===== src/rtl/exc_pkg.sv =====
// +-----------------------------------------------------------------------------
// | Module   : exc_pkg
// | Brief    : Shared state encoding, cause codes and default vector for exception_ctrl.
// | Revision : 1.0 - initial release
// +-----------------------------------------------------------------------------
`default_nettype none

package exc_pkg;

    typedef enum logic [2:0] {
        S_IDLE    = 3'd0,
        S_FLUSH   = 3'd1,
        S_ENTER   = 3'd2,
        S_HANDLER = 3'd3,
        S_RETURN  = 3'd4,
        S_HALT    = 3'd5
    } state_t;

    localparam logic [3:0]  CAUSE_UNDEF    = 4'd1;
    localparam logic [3:0]  CAUSE_IRQ      = 4'd2;
    localparam logic [3:0]  CAUSE_ERET     = 4'd3;

    localparam logic [63:0] DEFAULT_VECTOR = 64'h0000_0000_0000_00D8;

endpackage

`default_nettype wire


===== src/rtl/exc_regs.sv =====
// +-----------------------------------------------------------------------------
// | Module   : exc_regs
// | Brief    : Exception link register (ELR) and syndrome register (ESR) capture.
// | Revision : 1.0 - initial release
// +-----------------------------------------------------------------------------
`default_nettype none

module exc_regs
    import exc_pkg::*;
(
    input  logic        clk,
    input  logic        reset,
    input  logic        capture,
    input  logic [63:0] pc,
    input  logic [3:0]  cause,
    output logic [63:0] elr,
    output logic [3:0]  esr
);

    always_ff @(posedge clk or negedge reset) begin
        if (!reset) begin
            elr <= '0;
            esr <= '0;
        end else if (capture) begin
            elr <= pc;
            esr <= cause;
        end
    end

endmodule

`default_nettype wire


===== src/rtl/exception_ctrl.sv =====
// +-----------------------------------------------------------------------------
// | Module   : exception_ctrl
// | Brief    : Pipeline exception sequencer: flush, vector redirect, handler, ERET, halt.
// |            Macro EXC_IRQ_EN enables external interrupt acceptance.
// | Revision : 1.0 - initial release
// +-----------------------------------------------------------------------------
`default_nettype none

module exception_ctrl
    import exc_pkg::*;
#(
    parameter logic [63:0] VECTOR_ADDR  = DEFAULT_VECTOR,
    parameter int          FLUSH_CYCLES = 2
) (
    input  logic        clk,
    input  logic        reset,
    input  logic        NotAnInstr,
    input  logic        ERet,
    input  logic        ExtIRQ,
    input  logic [63:0] PC_in,
    output logic        Flush,
    output logic        ExcRedirect,
    output logic [63:0] ExcVector,
    output logic        ERetRedirect,
    output logic [63:0] ELR,
    output logic [3:0]  ESR,
    output logic        InExc,
    output logic        IrqAck,
    output logic        Halt
);

    localparam logic [2:0] FLUSH_LOAD = 3'(FLUSH_CYCLES - 1);

    state_t     state;
    state_t     state_nxt;
    logic [2:0] cnt;
    logic [2:0] cnt_nxt;
    logic       capture;
    logic [3:0] cause;
    logic       irq_req;

`ifdef EXC_IRQ_EN
    assign irq_req = ExtIRQ;
`else
    // Interrupt port stays on the interface but can never win arbitration.
    assign irq_req = ExtIRQ & 1'b0;
`endif

    assign ExcVector = VECTOR_ADDR;

    always_ff @(posedge clk or negedge reset) begin
        if (!reset) begin
            state <= S_IDLE;
            cnt   <= '0;
        end else begin
            state <= state_nxt;
            cnt   <= cnt_nxt;
        end
    end

    always_comb begin
        state_nxt    = state;
        cnt_nxt      = cnt;
        capture      = 1'b0;
        cause        = CAUSE_UNDEF;
        Flush        = 1'b0;
        ExcRedirect  = 1'b0;
        ERetRedirect = 1'b0;
        InExc        = 1'b0;
        IrqAck       = 1'b0;
        Halt         = 1'b0;
        case (state)
            S_IDLE: begin
                if (NotAnInstr) begin
                    capture = 1'b1;
                    cause   = CAUSE_UNDEF;
                end else if (ERet) begin
                    capture = 1'b1;
                    cause   = CAUSE_ERET;
                end else if (irq_req) begin
                    capture = 1'b1;
                    cause   = CAUSE_IRQ;
                    IrqAck  = 1'b1;
                end
                if (capture) begin
                    state_nxt = S_FLUSH;
                    cnt_nxt   = FLUSH_LOAD;
                end
            end
            S_FLUSH: begin
                Flush = 1'b1;
                if (cnt == 3'd0) begin
                    state_nxt = S_ENTER;
                end else begin
                    cnt_nxt = cnt - 3'd1;
                end
            end
            S_ENTER: begin
                Flush       = 1'b1;
                ExcRedirect = 1'b1;
                state_nxt   = S_HANDLER;
            end
            S_HANDLER: begin
                InExc = 1'b1;
                // A fault inside the handler is unrecoverable and beats ERET.
                if (NotAnInstr) begin
                    state_nxt = S_HALT;
                end else if (ERet) begin
                    state_nxt = S_RETURN;
                end
            end
            S_RETURN: begin
                Flush        = 1'b1;
                ERetRedirect = 1'b1;
                state_nxt    = S_IDLE;
            end
            S_HALT: begin
                Flush = 1'b1;
                Halt  = 1'b1;
            end
            default: state_nxt = S_IDLE;
        endcase
    end

    exc_regs u_exc_regs (
        .clk     (clk),
        .reset   (reset),
        .capture (capture),
        .pc      (PC_in),
        .cause   (cause),
        .elr     (ELR),
        .esr     (ESR)
    );

endmodule

`default_nettype wire

===== config.mk =====
export PLATFORM = sky130hd
export DESIGN_NAME = exception_ctrl
export DESIGN_NICKNAME = d
export VERILOG_FILES = /design/src/rtl/exc_pkg.sv /design/src/rtl/exc_regs.sv /design/src/rtl/exception_ctrl.sv
export SDC_FILE = /design/constraint.sdc
export NUM_CORES = 1
export LEC_CHECK = 0
export CORE_MARGIN = 1
export CORE_UTILIZATION = 31
export CTS_CLUSTER_SIZE = 40
export DETAILED_ROUTE_END_ITERATION = 10
export PLACE_DENSITY = 0.65
export SETUP_SLACK_MARGIN = 0.1
export SYNTH_ARGS = -nofsm -noshare
export SYNTH_HDL_FRONTEND = slang
export SYNTH_HIERARCHICAL = 1
export SYNTH_SLANG_ARGS = --single-unit

===== constraint.sdc =====
create_clock -name clk -period 2.51 [get_ports clk]
set_input_delay 0.251 -clock clk [delete_from_list [all_inputs] [get_ports clk]]
set_output_delay 0.251 -clock clk [all_outputs]
set_load 0.01 [all_outputs]

==> summary.md, run 1 <==
| Metric | Value |
|---|---|
| Hold crit path type | `input pin to asynchronous set/reset pin` |
| Area fraction in compound gates after synthesis | `2.593%` |
| Ports | `207` |
| DR pass1 iterations | `4` |
| Setup WS pre-CTS | `0.5128 ns` |
| Largest family of logic cells by synthesized area | `multiplexers` |
| Syn Std Cell Area | `3522 um^2` |
| Fin. max-slew vios | `0` |
| Worst reg2reg path endpoint | `u_exc_regs/elr[19]` |
| CTS sink cnt | `74` |
| Post-CTS Setup Inserts | `0` |
| Antenna diodes | `0` |
| Placer Congestion | `0.6973` |
| Fmax | `495.5 MHz` |
| Post-Synth Adder-Cell Area | `0.7105%` |
| Vias in the first global route | `2172` |
| Post-cts hold buffer count | `0` |
| Leading cell type by number of instances after synthesis | `dfrtp_1` |
| Reg2reg start | `state[1]` |
| Synth top area share | `52.58%` |
| Rows | `38` |
| DR vias/cell | `4.125` |
| Post-synthesis mux area share | `23.87%` |
| Global Route Usage Sum | `11.68%` |
| Clk slew on worst S/H paths | `0.06 ns` |
| Hold WS | `0.06338 ns` |
| Core Box Area | `10940 um^2` |
| Root Buffer | `clkbuf_16` |
| Setup TNS | `0 ns` |
| Ys async rst share | `100.0%` |
| Post-synthesis sequential area ratio | `52.58%` |
| RSZ-0062 raised after global routing | `no` |
| Synth-to-layout area growth | `45.04%` |
| Largest net degree at the start of global routing | `75` |
| DIE AREA | `11790 um^2` |
| Share of layout cells above drive strength 1 | `21.67%` |
| CP endpoint | `Halt` |
| Die height | `108.6 um` |
| Min cycle time layout | `2.018 ns` |
| First-pass GRT wire length | `10430 um` |
| Mapped Cells | `258` |
| Die Width | `108.6 um` |
| Synth Flop Type | `dfrtp_1` |
| Max VDD drop | `0.0004984 V` |
| Path depth of the worst reg2reg path | `4` |
| Post-synth EDFFs | `0` |
| Crit path required time | `2.26 ns` |
| Worst setup EP type | `output pin` |
| CP startpoint | `state[0]` |
| P_leak | `2.227 nW` |
| Setup violators final | `0` |
| Period utilization | `80.40%` |
| Fin Clk Skew | `0.005833 ns` |
| Final WS setup | `0.4920 ns` |
| Startpoint types | `register` |
| Total gr overflow | `0` |
| HPWL after DPL | `4925 um` |
| Power Dens Cells | `1259 nW/um^2` |
| Fraction of the mapped netlist area in simple logic gates | `2.700%` |
| Antenna violations before repair | `0` |
| Seq cells post-synth | `74` |
| Final net count | `472` |
| Yosys top cell by area | `dfrtp_1` |
| Layout Utilization | `46.72%` |
| Worst-margin pin slew | `0.9317 ns` |
| CTS buffer count | `9` |
| Final hold violations | `0` |
| Data arrival, critical path | `1.77 ns` |
| Max-cap viol count | `0` |
| Slew HR | `37.88%` |
| Initial core utilization | `32.21%` |
| Crit path max fanout | `12` |
| ANT nets after route | `0` |
| Max clock buf depth | `2` |
| CTS resizes | `0` |
| Wire per inst | `12.55 um` |
| Total Wirelength | `6852 um` |
| Total number of vias | `2252` |
| Clk_lat worst skew | `0.32 ns` |
| Synth cell count leaders | `dfrtp_1, buf_4, mux2_2, mux2_4, nor2_1` |
| Top post-synthesis cells by area | `dfrtp_1, mux2_2, buf_4` |
| Drt first-iter violations | `72` |
| Synth unique cells | `31` |
| Yosys warnings | `6` |
| IO buf count | `140` |
| CTS tree | `done` |
| Reg2Reg Setup Slack | `0.55 ns` |
| DRC Markers | `0` |
| XOR/XNOR share of the synthesized area | `0.2487%` |
| Syn avg cell area | `13.65 um^2` |
| Setup CP Type | `register to output pin` |
| Status | `complete, no violations` |
| H-tree levels | `3` |
==> power breakdown <==
group / switching [W] / internal [W] / total, W
clock network: 0.000472 / 0.000822 / 0.00129
registers: 0.000337 / 0.00181 / 0.00215
logic: 0.00109 / 0.00191 / 0.00299
==> worst max-delay path: stages, from the launching register on <==
cell	delay, ns
dfrtp_1	0.57
inv_1	0.20
nor2_1	0.13
clkdlybuf4s50_1	0.54
==> layout make-up <==
cell class	count	area [um^2]
Sequential cell	74	1852
Inverter	4	15.01
Fill cell	983	5827
Clock inverter	4	50.05
Tap cell	140	175.2
Multi-Input combinational cell	170	1321
Timing Repair Buffer	142	1439
Clock buffer	12	256.5
==> flip-flops by register name (all words and copies together) (netlist names) <==
signal,count
cnt,3
u_exc_regs/esr,4
u_exc_regs/elr,64
state,3
==> stage by stage <==
stage               power [W]  instance area (um^2)  instances
floorplan            0.003761                  3770        324
detailed placement   0.005191                  4802        530
global route         0.006828                  5109        546
finish               0.006433                  5109        546
global placement     0.005110                  4802        530
CTS                  0.006548                  5109        546
==> cell families after synthesis <==
logic type | after synthesis
xor gates and xnor gates | 1
muxes | 68
other | 2
adders and majority gates | 2
AOI/OAI and AO/OA | 12
buffers and inverters | 80
DFF | 74
and+or+nand+nor | 19
==> routing by layer <==
layer  GRT usage, %  share of wire (%)  up-vias
li1               -                  -     1026
met1          13.36                 40     1079
met2          17.86                 46      135
met3          5.666                 12       12
met4          6.371                1.9        0
met5              0                  0        -
==> worst min path at each step <==
stage                    endpoint  slack [ns]  depth (start not counted)
2_1_floorplan              cnt[0]       -0.04                          0
3_3_place_gp   u_exc_regs/elr[31]        0.45                          1
3_5_place_dp   u_exc_regs/elr[22]        0.46                          1
4_1_cts        u_exc_regs/elr[22]        0.11                          1
5_1_grt                    cnt[1]        0.16                          1
6_report       u_exc_regs/elr[22]        0.06                          1
==> layout by cell type, fill, tap and decap left out, types with 2 or more instances in the layout <==
cell             Yosys  layout
mux2_2              48      48
buf_12               0       2
ha_1                 2       2
inv_1                4       4
mux2_4              20      20
conb_1               2      68
nor2_1               7       7
dfrtp_1             74      74
nand2_1              4       4
clkinvlp_4           0       2
clkbuf_16            0       9
clkdlybuf4s50_1      0     139
clkbuf_8             0       2
o31ai_1              2       2
a22o_1               2       2
Note: power is estimated with default switching activity, not from simulation.
==> inputs of run 2 (changes only) <==
Clock period 2.51 ns to 2.1 ns, I/O delays scaled along.
==> run 2 against run 1 <==
Net effect: sequential share of layout area down 0.39 points; power rose by 21%; final area grew 1.2%; clock skew is 0.0020 ns lower; cell count is 0.55% higher; worst setup slack worse by 0.31 ns; first-iteration DRC count down 43%; routed wire length rose by 0.51%; sequential power grew 19%; critical path depth up 1; clock power rose by 26%; highest routed layer unchanged.
==> summary.md, run 2 (synthesis results as in run 1) <==
| Metric | Value |
|---|---|
| Antenna violations before repair | `0 (unchanged)` |
| HPWL after DPL | `5079 um (was 4925 um)` |
| Path depth of the worst reg2reg path | `4 (unchanged)` |
| DRC Markers | `0 (unchanged)` |
| Clk_lat worst skew | `0.32 ns (about the same)` |
| Vias in the first global route | `2236 (was 2172)` |
| Total number of vias | `2241 (was 2252)` |
| Worst reg2reg path endpoint | `u_exc_regs/elr[34] (was u_exc_regs/elr[19])` |
| DR vias/cell | `4.082 (was 4.125)` |
| Rows | `38 (unchanged)` |
| CTS sink cnt | `74 (unchanged)` |
| Max reg flops | `64 (unchanged)` |
| RSZ-0062 raised after global routing | `no (unchanged)` |
| Fin. max-slew vios | `0 (unchanged)` |
| Largest net degree at the start of global routing | `41 (was 75)` |
| Max VDD drop | `0.0007746 V (was 0.0004984 V)` |
| Design Power | `0.007763 W (was 0.006433 W)` |
| Core Box Area | `10940 um^2 (unchanged)` |
| Global Route Usage Sum | `11.96% (was 11.68%)` |
| H-tree levels | `3 (unchanged)` |
| Top reg by flops | `u_exc_regs/elr (unchanged)` |
| Final hold violations | `0 (unchanged)` |
| Hold crit path type | `input pin to asynchronous set/reset pin (unchanged)` |
| CTS buffer count | `9 (unchanged)` |
| Clk slew on worst S/H paths | `0.06 ns (about the same)` |
| Die height | `108.6 um (unchanged)` |
| ANT nets after route | `0 (unchanged)` |
| Total Wirelength | `6887 um (was 6852 um)` |
| Crit path max fanout | `40 (was 12)` |
| Commonest non-fill, non-tap cell in the layout | `clkdlybuf4s50_1 (unchanged)` |
| Placer Congestion | `0.7270 (was 0.6973)` |
| Initial core utilization | `32.21% (unchanged)` |
| Fin Clk Skew | `0.003852 ns (was 0.005833 ns)` |
| Worst setup EP type | `register (was output pin)` |
| Reg2Reg Setup Slack | `0.18 ns (was 0.55 ns)` |
| Post-CTS Setup Inserts | `0 (unchanged)` |
| Min cycle time layout | `1.919 ns` |
| Reg2reg start | `state[2] (was state[1])` |
| Setup violators final | `0 (unchanged)` |
| Power Dens Cells | `1502 nW/um^2 (was 1259 nW/um^2)` |
| Period utilization | `91.37%` |
| Fill cells | `982 (was 983)` |
| Max-cap viol count | `0 (unchanged)` |
| Root Buffer | `clkbuf_16 (unchanged)` |
| Final net count | `475 (was 472)` |
| CTS tree | `done (unchanged)` |
| Biggest regs | `u_exc_regs/elr (64), u_exc_regs/esr (4) (unchanged)` |
| DR pass1 iterations | `3 (was 4)` |
| Drt first-iter violations | `41 (was 72)` |
| Synth-to-layout area growth | `46.71% (was 45.04%)` |
| Antenna diodes | `0 (unchanged)` |
| Setup TNS | `0 ns (unchanged)` |
| IO buf count | `140 (unchanged)` |
| Most frequent cells in the layout | `clkdlybuf4s50_1, dfrtp_1, conb_1 (unchanged)` |
| Wire per inst | `12.54 um (was 12.55 um)` |
| DIE AREA | `11790 um^2 (unchanged)` |
| Fmax | `521.2 MHz` |
| Data arrival, critical path | `2.13 ns (was 1.77 ns)` |
| Startpoint types | `register (unchanged)` |
| Max clock buf depth | `2 (unchanged)` |
| Die Width | `108.6 um (unchanged)` |
| Ports | `207 (unchanged)` |
| Status | `complete, no violations (unchanged)` |
| Share of layout cells above drive strength 1 | `22.49% (was 21.67%)` |
| Total gr overflow | `0 (unchanged)` |
| P_leak | `2.314 nW (was 2.227 nW)` |
| First-pass GRT wire length | `10700 um (was 10430 um)` |
| Crit path required time | `2.31 ns (was 2.26 ns)` |
| Setup CP Type | `register to register (was register to output pin)` |
-- run 2: area by class of cell --
class,count,area [um^2],share of cell area [%]
Inverter,4,15.01,0.2906
Clock buffer,10,239.0,4.625
Multi-Input combinational cell,170,1321,25.57
Sequential cell,74,1853,35.86
Clock inverter,6,80.08,1.550
Tap cell,140,175.2,3.390
Timing Repair Buffer,145,1484,28.72
-- run 2: how the worst max path moves through the flow --
stage / start / to / slack (ns) / cells past startpoint
3_5_place_dp: NotAnInstr / u_exc_regs/elr[14] / 0.14 / 5
5_1_grt: state[2] / u_exc_regs/elr[38] / 0.12 / 4
6_report: state[2] / u_exc_regs/elr[34] / 0.18 / 4
3_3_place_gp: NotAnInstr / u_exc_regs/elr[16] / 0.17 / 5
2_1_floorplan: state[1] / u_exc_regs/elr[42] / 0.25 / 8
4_1_cts: state[1] / ERetRedirect / 0.14 / 4
-- run 2: through the flow --
stage	utilization [%]	setup WS, ns	hold WS (ns)	std cells	cell area [um^2]
finish	47.25	0.1813	0.3890	549	5167
global route	47.25	0.1159	0.4273	549	5167
CTS	47.19	0.1420	0.3915	549	5160
detailed placement	44.16	0.1418	0.2117	532	4830
global placement	44.16	0.1703	0.2065	532	4830
floorplan	-	0.2522	-0.08559	324	3770
-- run 2: what timing repair did --
| item | CTS | global route |
|---|---|---|
| resized for setup | 1 | 3 |
| hold buffers | 1 | 0 |
| endpoints found under the setup margin | 2 | 3 |
| hold endpoints to repair | 36 | 0 |
-- run 2: metal layers --
layer	global-route usage [%]	share of wire [%]
met1	14.30	40
met2	18.54	47
met3	4.581	10
met4	6.371	2.0
met5	0	0
-- run 2: worst max-delay path, cell delays in order, from the launching register on --
cell and delay, ns:
dfrtp_1 0.44, or2_1 0.33, nor3_2 0.36, buf_12 0.28
mux2_2 0.37
-- run 2: power breakdown --
group          total, W  internal, W  switching, W
logic           0.00359      0.00229       0.00130
registers       0.00256      0.00216      0.000395
clock network   0.00162      0.00106      0.000555
total           0.00776      0.00551       0.00225
